`config.mk`:
```
export PLATFORM = sky130hd
export DESIGN_NAME = modred_decap_cu_flat
export DESIGN_NICKNAME = d
export VERILOG_FILES = /design/src/rtl/modred_pkg.sv /design/src/rtl/modred_decap_cu_if.sv /design/src/rtl/modred_coef_cnt.sv /design/src/rtl/modred_decap_cu.sv /design/src/flat_wrapper.sv
export SDC_FILE = /design/constraint.sdc
export NUM_CORES = 1
export LEC_CHECK = 0
export CAP_MARGIN = 20
export CORE_MARGIN = 2
export CORE_UTILIZATION = 43
export CTS_BUF_LIST = sky130_fd_sc_hd__clkbuf_4 sky130_fd_sc_hd__clkbuf_8
export DETAILED_ROUTE_END_ITERATION = 7
export PLACE_DENSITY = 0.79
export SETUP_SLACK_MARGIN = 0.1
export SLEW_MARGIN = 20
export SYNTH_ARGS = -nofsm -noshare
export SYNTH_HDL_FRONTEND = slang
export SYNTH_HIERARCHICAL = 1
export SYNTH_SLANG_ARGS = --single-unit
```
`constraint.sdc`:
```
create_clock -name clk -period 1.8 [get_ports clk]
set_input_delay 0.36 -clock clk [delete_from_list [all_inputs] [get_ports clk]]
set_output_delay 0.36 -clock clk [all_outputs]
set_load 0.02 [all_outputs]
```
`src/rtl/modred_pkg.sv`:
```
// rtl/modred_pkg.sv - shared types and constants for the decapsulation modular-reduction control unit
package modred_pkg;

  localparam int W_COEF   = 13;
  localparam int P_SNTRUP = 761;
  localparam int Q_SNTRUP = 4591;

  typedef enum logic [2:0] {
    ST_IDLE,
    ST_LOAD,
    ST_CMP,
    ST_SUB,
    ST_OUT
  } state_t;

  // Datapath control pair; r3 is a don't-care while r2 selects load.
  typedef struct packed {
    logic r2;
    logic r3;
  } dp_ctrl_t;

  localparam dp_ctrl_t DP_LOAD = '{r2: 1'b0, r3: 1'b1};
  localparam dp_ctrl_t DP_SUB  = '{r2: 1'b1, r3: 1'b0};
  localparam dp_ctrl_t DP_HOLD = '{r2: 1'b1, r3: 1'b1};

endpackage

```
`src/rtl/modred_decap_cu_if.sv`:
```
// rtl/modred_decap_cu_if.sv - coefficient stream, datapath control and status bundle
interface modred_decap_cu_if #(parameter int W = modred_pkg::W_COEF);

  logic         in_valid;
  logic         in_ready;
  logic [W-1:0] in_data;
  logic [W-1:0] q;
  logic [W-1:0] N;
  logic         R2;
  logic         R3;
  logic [W-1:0] Nmod;
  logic         out_valid;
  logic         out_ready;
  logic [W-1:0] out_data;
  logic         out_last;
  logic         frame_done;
  logic         busy;
  logic         err;

  modport slave (
    input  in_valid, in_data, q, Nmod, out_ready,
    output in_ready, N, R2, R3, out_valid, out_data, out_last, frame_done, busy, err
  );

  modport master (
    output in_valid, in_data, q, Nmod, out_ready,
    input  in_ready, N, R2, R3, out_valid, out_data, out_last, frame_done, busy, err
  );

endinterface

```
`src/rtl/modred_coef_cnt.sv`:
```
// rtl/modred_coef_cnt.sv - per-frame coefficient counter producing out_last and frame_done
module modred_coef_cnt #(
  parameter int P = 761
) (
  input  logic clk,
  input  logic rst_n,
  input  logic beat_valid_i,
  input  logic beat_ready_i,
  output logic out_last_o,
  output logic frame_done_o
);

  localparam int CW = (P > 1) ? $clog2(P) : 1;

  logic [CW-1:0] cnt_q, cnt_d;
  logic          frame_done_q, frame_done_d;
  logic          at_last, fire;

  assign at_last = (cnt_q == CW'(P - 1));
  assign fire    = beat_valid_i && beat_ready_i;

  always_comb begin
    cnt_d = cnt_q;
    if (fire) cnt_d = at_last ? '0 : cnt_q + CW'(1);
  end

  assign frame_done_d = fire && at_last;

  always_ff @(posedge clk or negedge rst_n) begin
    if (!rst_n) begin
      cnt_q        <= '0;
      frame_done_q <= 1'b0;
    end else begin
      cnt_q        <= cnt_d;
      frame_done_q <= frame_done_d;
    end
  end

  assign out_last_o   = beat_valid_i && at_last;
  assign frame_done_o = frame_done_q;

endmodule

```
`src/rtl/modred_decap_cu.sv`:
```
// rtl/modred_decap_cu.sv - subtract-and-compare reduction control unit; MODRED_WDOG_EN adds the subtraction watchdog
module modred_decap_cu
  import modred_pkg::*;
#(
  parameter int W       = W_COEF,
  parameter int P       = P_SNTRUP,
  parameter int MAX_SUB = 8
) (
  input  logic             clk,
  input  logic             rst_n,
  modred_decap_cu_if.slave bus
);

  state_t       state_q, state_d;
  logic [W-1:0] n_q, n_d;
  logic [W-1:0] out_data_q, out_data_d;
  dp_ctrl_t     ctrl;
  logic         in_ready, out_valid;
  logic         ge;
  logic         wdog_trip;

  // q == 0 means "no reduction": the coefficient passes through untouched.
  assign ge = (bus.q != '0) && (bus.Nmod >= bus.q);

`ifdef MODRED_WDOG_EN
  localparam int SUB_W = $clog2(MAX_SUB + 2);
  logic [SUB_W-1:0] sub_cnt_q, sub_cnt_d;
  logic             err_q, err_d;

  assign wdog_trip = ge && (sub_cnt_q == SUB_W'(MAX_SUB));

  always_comb begin
    sub_cnt_d = sub_cnt_q;
    if (state_q == ST_LOAD)     sub_cnt_d = '0;
    else if (state_q == ST_SUB) sub_cnt_d = sub_cnt_q + SUB_W'(1);
  end

  assign err_d = err_q || ((state_q == ST_CMP) && wdog_trip);

  always_ff @(posedge clk or negedge rst_n) begin
    if (!rst_n) begin
      sub_cnt_q <= '0;
      err_q     <= 1'b0;
    end else begin
      sub_cnt_q <= sub_cnt_d;
      err_q     <= err_d;
    end
  end

  assign bus.err = err_q;
`else
  assign wdog_trip = 1'b0;
  assign bus.err   = 1'b0;
`endif

  always_ff @(posedge clk or negedge rst_n) begin
    if (!rst_n) state_q <= ST_IDLE;
    else        state_q <= state_d;
  end

  always_comb begin
    state_d = state_q;
    unique case (state_q)
      ST_IDLE: if (bus.in_valid) state_d = ST_LOAD;
      ST_LOAD: state_d = ST_CMP;
      ST_CMP:  state_d = (ge && !wdog_trip) ? ST_SUB : ST_OUT;
      ST_SUB:  state_d = ST_CMP;
      ST_OUT:  if (bus.out_ready) state_d = ST_IDLE;
      default: state_d = ST_IDLE;
    endcase
  end

  always_comb begin
    ctrl      = DP_HOLD;
    in_ready  = 1'b0;
    out_valid = 1'b0;
    unique case (state_q)
      ST_IDLE: in_ready  = 1'b1;
      ST_LOAD: ctrl      = DP_LOAD;
      ST_SUB:  ctrl      = DP_SUB;
      ST_OUT:  out_valid = 1'b1;
      default: ;
    endcase
  end

  // out_data only changes on the CMP->OUT transition, so it is stable under backpressure.
  always_comb begin
    n_d        = n_q;
    out_data_d = out_data_q;
    if ((state_q == ST_IDLE) && bus.in_valid) n_d = bus.in_data;
    if ((state_q == ST_CMP) && (state_d == ST_OUT)) out_data_d = bus.Nmod;
  end

  always_ff @(posedge clk or negedge rst_n) begin
    if (!rst_n) begin
      n_q        <= '0;
      out_data_q <= '0;
    end else begin
      n_q        <= n_d;
      out_data_q <= out_data_d;
    end
  end

  modred_coef_cnt #(.P(P)) u_coef_cnt (
    .clk          (clk),
    .rst_n        (rst_n),
    .beat_valid_i (out_valid),
    .beat_ready_i (bus.out_ready),
    .out_last_o   (bus.out_last),
    .frame_done_o (bus.frame_done)
  );

  assign bus.in_ready  = in_ready;
  assign bus.out_valid = out_valid;
  assign bus.out_data  = out_data_q;
  assign bus.N         = n_q;
  assign bus.R2        = ctrl.r2;
  assign bus.R3        = ctrl.r3;
  assign bus.busy      = (state_q != ST_IDLE);

endmodule

```
`src/flat_wrapper.sv`:
```
// flat-port wrapper written by rule: the top's interface ports become plain ports
module modred_decap_cu_flat import modred_pkg::*;
#(
  parameter int W       = W_COEF,
  parameter int P       = P_SNTRUP,
  parameter int MAX_SUB = 8
)
  (clk, rst_n, bus_in_valid, bus_in_data, bus_q, bus_Nmod, bus_out_ready, bus_in_ready, bus_N, bus_R2, bus_R3, bus_out_valid, bus_out_data, bus_out_last, bus_frame_done, bus_busy, bus_err);
  modred_decap_cu_if #(.W(W)) bus_i ();
  input  logic clk;
  input  logic rst_n;
  input wire logic [$bits(bus_i.in_valid)-1:0] bus_in_valid;
  input wire logic [$bits(bus_i.in_data)-1:0] bus_in_data;
  input wire logic [$bits(bus_i.q)-1:0] bus_q;
  input wire logic [$bits(bus_i.Nmod)-1:0] bus_Nmod;
  input wire logic [$bits(bus_i.out_ready)-1:0] bus_out_ready;
  output wire logic [$bits(bus_i.in_ready)-1:0] bus_in_ready;
  output wire logic [$bits(bus_i.N)-1:0] bus_N;
  output wire logic [$bits(bus_i.R2)-1:0] bus_R2;
  output wire logic [$bits(bus_i.R3)-1:0] bus_R3;
  output wire logic [$bits(bus_i.out_valid)-1:0] bus_out_valid;
  output wire logic [$bits(bus_i.out_data)-1:0] bus_out_data;
  output wire logic [$bits(bus_i.out_last)-1:0] bus_out_last;
  output wire logic [$bits(bus_i.frame_done)-1:0] bus_frame_done;
  output wire logic [$bits(bus_i.busy)-1:0] bus_busy;
  output wire logic [$bits(bus_i.err)-1:0] bus_err;
  assign bus_i.in_valid = bus_in_valid;
  assign bus_i.in_data = bus_in_data;
  assign bus_i.q = bus_q;
  assign bus_i.Nmod = bus_Nmod;
  assign bus_i.out_ready = bus_out_ready;
  assign bus_in_ready = bus_i.in_ready;
  assign bus_N = bus_i.N;
  assign bus_R2 = bus_i.R2;
  assign bus_R3 = bus_i.R3;
  assign bus_out_valid = bus_i.out_valid;
  assign bus_out_data = bus_i.out_data;
  assign bus_out_last = bus_i.out_last;
  assign bus_frame_done = bus_i.frame_done;
  assign bus_busy = bus_i.busy;
  assign bus_err = bus_i.err;
  modred_decap_cu #(.W(W), .P(P), .MAX_SUB(MAX_SUB)) u_core (.clk(clk), .rst_n(rst_n), .bus(bus_i));
endmodule
```
# Word-level counts from Yosys, hierarchy flattened
# Cells that the tools add are included.
# W data, S select, Z words.
dict set report word_totals {
  n_memories 0
  regBits 40
  rom_bits 0
  latch_bits 0
  inputBits 43
  ramBits 0
}
dict set report op_classes {
  reduce_logical 10
  order_cmp 1
  addsub 1
  bitwise 0
  mul 0
  mux 8
  div 0
  shift 0
  eq_ne 6
}
# op count
set ops {}
lappend ops {{$ge A13 B13 Y1} 1}
lappend ops {{$reduce_bool A13 Y1} 1}
lappend ops {{$pmux W3 S4} 1}
lappend ops {{$add A10 B1 Y10 const B} 1}
lappend ops {{$eq A10 B10 Y1 const B} 1}
lappend ops {{$mux W10} 1}
lappend ops {{$mux W3} 3}
lappend ops {{$eq A3 B2 Y1 const B} 2}
lappend ops {{$eq A3 B3 Y1 const B} 2}
lappend ops {{$logic_and A1 B1 Y1} 6}
lappend ops {{$pmux W2 S2} 1}
lappend ops {{$eq A3 B1 Y1 const B} 1}
lappend ops {{$logic_not A3 Y1} 1}
lappend ops {{$reduce_bool A3 Y1} 1}
lappend ops {{$mux W1} 2}
lappend ops {{$reduce_or A2 Y1} 1}

# Depth between registers and ports, before layout
dict set report logic_depth {
  ltp_word 6
  ltp_mapped 9
  ltp_nobuf 7
}

# Cells and area by module
# The synthesis kept the hierarchy.
# mod cells_each n_inst area_per_inst_um2
set modules_own_cells {}
lappend modules_own_cells {modred_decap_cu 201 1 1846.8}
lappend modules_own_cells {modred_coef_cnt 60 1 585.6}

# Least setup slack after synthesis
# No wires, ideal clock.
dict set report synth_timing {
  kind {register to register}
  start {register u_core.state_q[0]}
  end {register u_core.u_coef_cnt.cnt_q[7]}
  setup_ns 0.073
  path_stages_with_launch 6
  arrival_ns 2.278
  path_slack_ns -0.551
  period_less_slack_ns 2.351
  cell_sequence {dfrtp_1 nor3b_1 nand4_1 buf_2 or4_4 a21oi_2}
}
dict set report synth_between {
  elab_chain_cells 3
}
# item line
set synth_rtl {}
lappend synth_rtl {{from (decl)} modred_decap_cu.sv:14} ;# state_t state_q, state_d;
lappend synth_rtl {{from (signal assigned)} modred_decap_cu.sv:58} ;# else state_q <= state_d;
lappend synth_rtl {{$eq A3 B3 Y1} modred_decap_cu.sv:77} ;# unique case (state_q)
lappend synth_rtl {{$mux W1} modred_decap_cu.sv:77}
lappend synth_rtl {{via bus_out_valid} flat_wrapper.sv:21} ;# output wire logic [$bits(bus_i.out_valid)-1:0] bus_out_valid;
lappend synth_rtl {{$logic_and A1 B1 Y1} modred_coef_cnt.sv:20} ;# assign fire = beat_valid_i && beat_ready_i;
lappend synth_rtl {{to (signal assigned)} modred_coef_cnt.sv:34} ;# cnt_q <= cnt_d;
lappend synth_rtl {{to (decl)} modred_coef_cnt.sv:15} ;# logic [CW-1:0] cnt_q, cnt_d;
# The timed path passes the listed nets, and every way through them passes these cells.
# A chain may end at the register's enable or synchronous reset.

# Worst setup path in the final report
dict set report layout_timing {
  start {input port bus_q[0]}
  end {register u_core.state_q[2]}
}
dict set report layout_between {
  elab_chain_cells 4
  elab_cells_between_ends 5
  classes_between {order compare: 1; mux: 2; reduce/logical: 2}
}
# item line
set layout_rtl {}
lappend layout_rtl {{from (decl)} flat_wrapper.sv:14} ;# input wire logic [$bits(bus_i.q)-1:0] bus_q;
lappend layout_rtl {{$ge A13 B13 Y1 or $reduce_bool A13 Y1 (tied branches)} modred_decap_cu.sv:23} ;# assign ge = (bus.q != '0) && (bus.Nmod >= bus.q);
lappend layout_rtl {{$logic_and A1 B1 Y1 *} modred_decap_cu.sv:23}
lappend layout_rtl {{$mux W3 *} modred_decap_cu.sv:66} ;# ST_CMP: state_d = (ge && !wdog_trip) ? ST_SUB : ST_OUT;
lappend layout_rtl {{$pmux W3 S4 *} modred_decap_cu.sv:63} ;# unique case (state_q)
lappend layout_rtl {{via u_core.state_d[2]} modred_decap_cu.sv:14}
# The timed path passes the listed nets; every way through them passes the cells marked *.

==> results.yml <==
status:
  violations: "negative setup slack"
  status: "finished, violations left"
global_route:
  gr-total-overflow: 0
  first_global_vias: 3010
  grt_max_degree: 25
  grt_usage: 0.322
  grt_pass1_wl_mm: 15.3
  antenna_found_initial: 0
floorplan:
  rows: 27
  core_area_sq_mm: 0.00547
  start_util: 0.444
  die_w_um: 79.2
  dieArea_sq_mm: 0.00627
  ios: 77
  dieHeight_um: 79.2
sta:
  hold_viol: 0
  fin_crit_sh: 1.12
  fin_crit_ps: 2010
  setup-tns-final_ps: -2390
  setup_viol: 22
  slew_violations: 0
  rsz0062_at_grt: "true"
  finalWorstSetupSlack_ps: -213
  fin_skew_ps: 18.8
  fmax_ghz: 0.497
run:
  drv_cap: 0
clocking:
  clockBufferDepth: 2
  clk_latency_ps: 310
  cts_buffers: 5
  cts_tree: "built"
  h-tree-depth: 2
  clk_pin_slew_ps: 100
  cts.sinks: 40
  cts-root-buf: "clkbuf_8"
cells_and_area:
  layout.cells.non_filler: 479
  antenna_cells: 0
  multi_input_area_sq_mm: 0.00222
  seq_area_sq_mm: 0.00100
  fin_nets: 464
  layout-drive-gt1-share: 0.600
  final_core_util: 0.917
  syn_to_final_growth_pct: 106
  fillers: 182
routing:
  postRouteAntennaNets: 0
  drt_iter0_drc: 273
  drtPass1Iterations: 4
  dr_total_vias: 3144
  viasPerCell: 6.56
  wl_mm: 13.2
  wl_per_cell_um: 27.5
  drcViolationCount: 0
critical_path:
  cp.required_ps: 2040
  r2r_setup_slack_ps: -140
  startpoint: "bus_q[0]"
  timing.rr.start: "u_core/state_q[0]"
  worst_setup_path_start_kind: "primary input"
  rr_endpoint: "u_core/u_coef_cnt/cnt_q[9]"
  critPathMaxFanout: 6
  end_kind: "register"
  criticalPathCategory: "primary input to register"
  worst_r2r_path_depth: 6
  worstPathArrival_ps: 2250
synthesis:
  synth.avg_cell_area_sq_um: 9.32
  synth_edf_count: 0
  yosys-top-cells-count: "40 x dfrtp_1, 32 x nand2_1, 19 x inv_1"
  synth_nets: 319
  ys_warn_count: 6
  async_reset_ff_frac: 1.00
  post-synth-top-count-cell: "dfrtp_1"
  synth.top_cell.area_share: 0.412
  syn-cell-area_sq_mm: 0.00243
  synth_seq_cells: 40
  synth_flop_cell: "dfrtp_1"
  syn_inst: 261
  synth.distinct_cells: 42
  synth_area_leaders: "dfrtp_1 41%, ha_1 7.7%, nand2_1 4.9%, a221oi_1 4.7%, o311ai_1 4.7%"
  yosysSeqAreaShare: 0.412
  yosysTopAreaCell: "dfrtp_1"
pwr:
  p_sw_frac: 0.420
  static-leakage-power_nw: 2.11
  p_per_area_mw_per_mm2: 1460
  p_int_mw: 4.25
  power.switching_mw: 3.08
  power_frac_comb: 0.663
  seq_power_share: 0.224
  clockPowerShare: 0.113
  peakVddDrop_mv: 0.891
placed_design:
  dp_slack_ps: -821
  gp_congestion: 0.848
  place_hpwl_mm: 5.34
  port_buffers: 75
  dp_cells: 445
worst_hold_path:
  min_path_type: "primary input to async pin"
logic make-up after synthesis:
logic type / after synthesis / share of synthesized area
other cells: 1 / 0.00154
simple gates: 99 / 0.216
buf+inv: 34 / 0.0556
xor+xnor: 2 / 0.00720
mux: 13 / 0.0602
flops: 40 / 0.412
compound gates: 57 / 0.171
fa+ha+maj: 15 / 0.0772
cell type report:
cell class | instances | area share
tap | 72 | 0.0180
timing repair buffer | 153 | 0.299
multi-input combinational | 187 | 0.443
sequential | 40 | 0.200
inverter | 19 | 0.0157
clock buffer | 6 | 0.0165
clock inverter | 2 | 0.00773
per-layer routing:
layer | global-route usage | vias up | share of wire
li1 | - | 1244 | -
met1 | 0.355 | 1540 | 0.34
met2 | 0.586 | 275 | 0.50
met3 | 0.0568 | 85 | 0.082
met4 | 0.166 | 0 | 0.073
met5 | 0 | - | 0
registers in the layout, summed over array words and instances, names as in the netlist:
register / cells
u_core/bus.N: 13
u_core/bus.out_data: 13
u_core/state_q: 3
u_core/u_coef_cnt/cnt_q: 10
u_core/u_coef_cnt/frame_done_o: 1
worst max-delay path: stages:
cell and delay (ps):
clkdlybuf4s15_2 220, ha_4 230, nor3b_2 190, o21ai_1 170, a221o_2 510, or3_4 420
a21oi_4 150
layout by cell type (no fill, tap or decap), types with 3 or more instances in the layout:
cell / instances
buf_4: 53
dfrtp_1: 38
clkdlybuf4s50_1: 29
buf_6: 22
buf_2: 16
nor2_1: 16
inv_2: 13
nand2_4: 13
and2_1: 13
a221oi_4: 13
nand2_2: 13
mux2_4: 13
ha_4: 13
o311ai_4: 11
dlymetal6s2s_1: 7
clkbuf_8: 6
buf_8: 6
dlygate4sd2_1: 6
nand2_1: 6
a21oi_2: 6
buf_12: 6
nand3_1: 6
or3_4: 5
o21ai_0: 5
inv_1: 4
nand4_1: 4
a21oi_1: 4
o21ai_1: 4
clkdlybuf4s15_2: 3
and2_4: 3
worst max-delay path by stage:
stage	end	slack [ps]	cells after the start
floorplan	u_core/state_q[2]	-170	7
global placement	u_core/state_q[2]	-730	8
detailed placement	u_core/bus.out_data[2]	-820	8
CTS	bus_out_last	-130	6
global route	bus_out_last	-210	6
finish	u_core/state_q[2]	-210	7
power by group through the flow:
stage	sequential, mW	combinational [mW]	clock (mW)
2_1_floorplan	1.82	1.07	0
3_3_place_gp	1.47	2.71	0
3_5_place_dp	1.48	2.81	0
4_1_cts	1.51	3.55	0.797
5_1_grt	1.66	4.98	0.852
6_report	1.64	4.86	0.831
repair_timing:
action                                  CTS  global route
resized for setup                       241           113
cloned                                    5             2
pin swaps                                48            42
endpoints found under the setup margin   27            43
buffers inserted                         16             9
hold buffers                              0             0
endpoints found under the hold margin     0             0
per-stage QoR:
step                hold slack [ps]  power, mW  cell area, sq um
finish                         11.1       7.33              5020
detailed placement              342       4.30              3720
CTS                            20.7       5.86              4480
global route                   42.2       7.49              5020
global placement                342       4.18              3720
floorplan                      64.4       2.89              2530
Power figures use the tool's default switching activity.
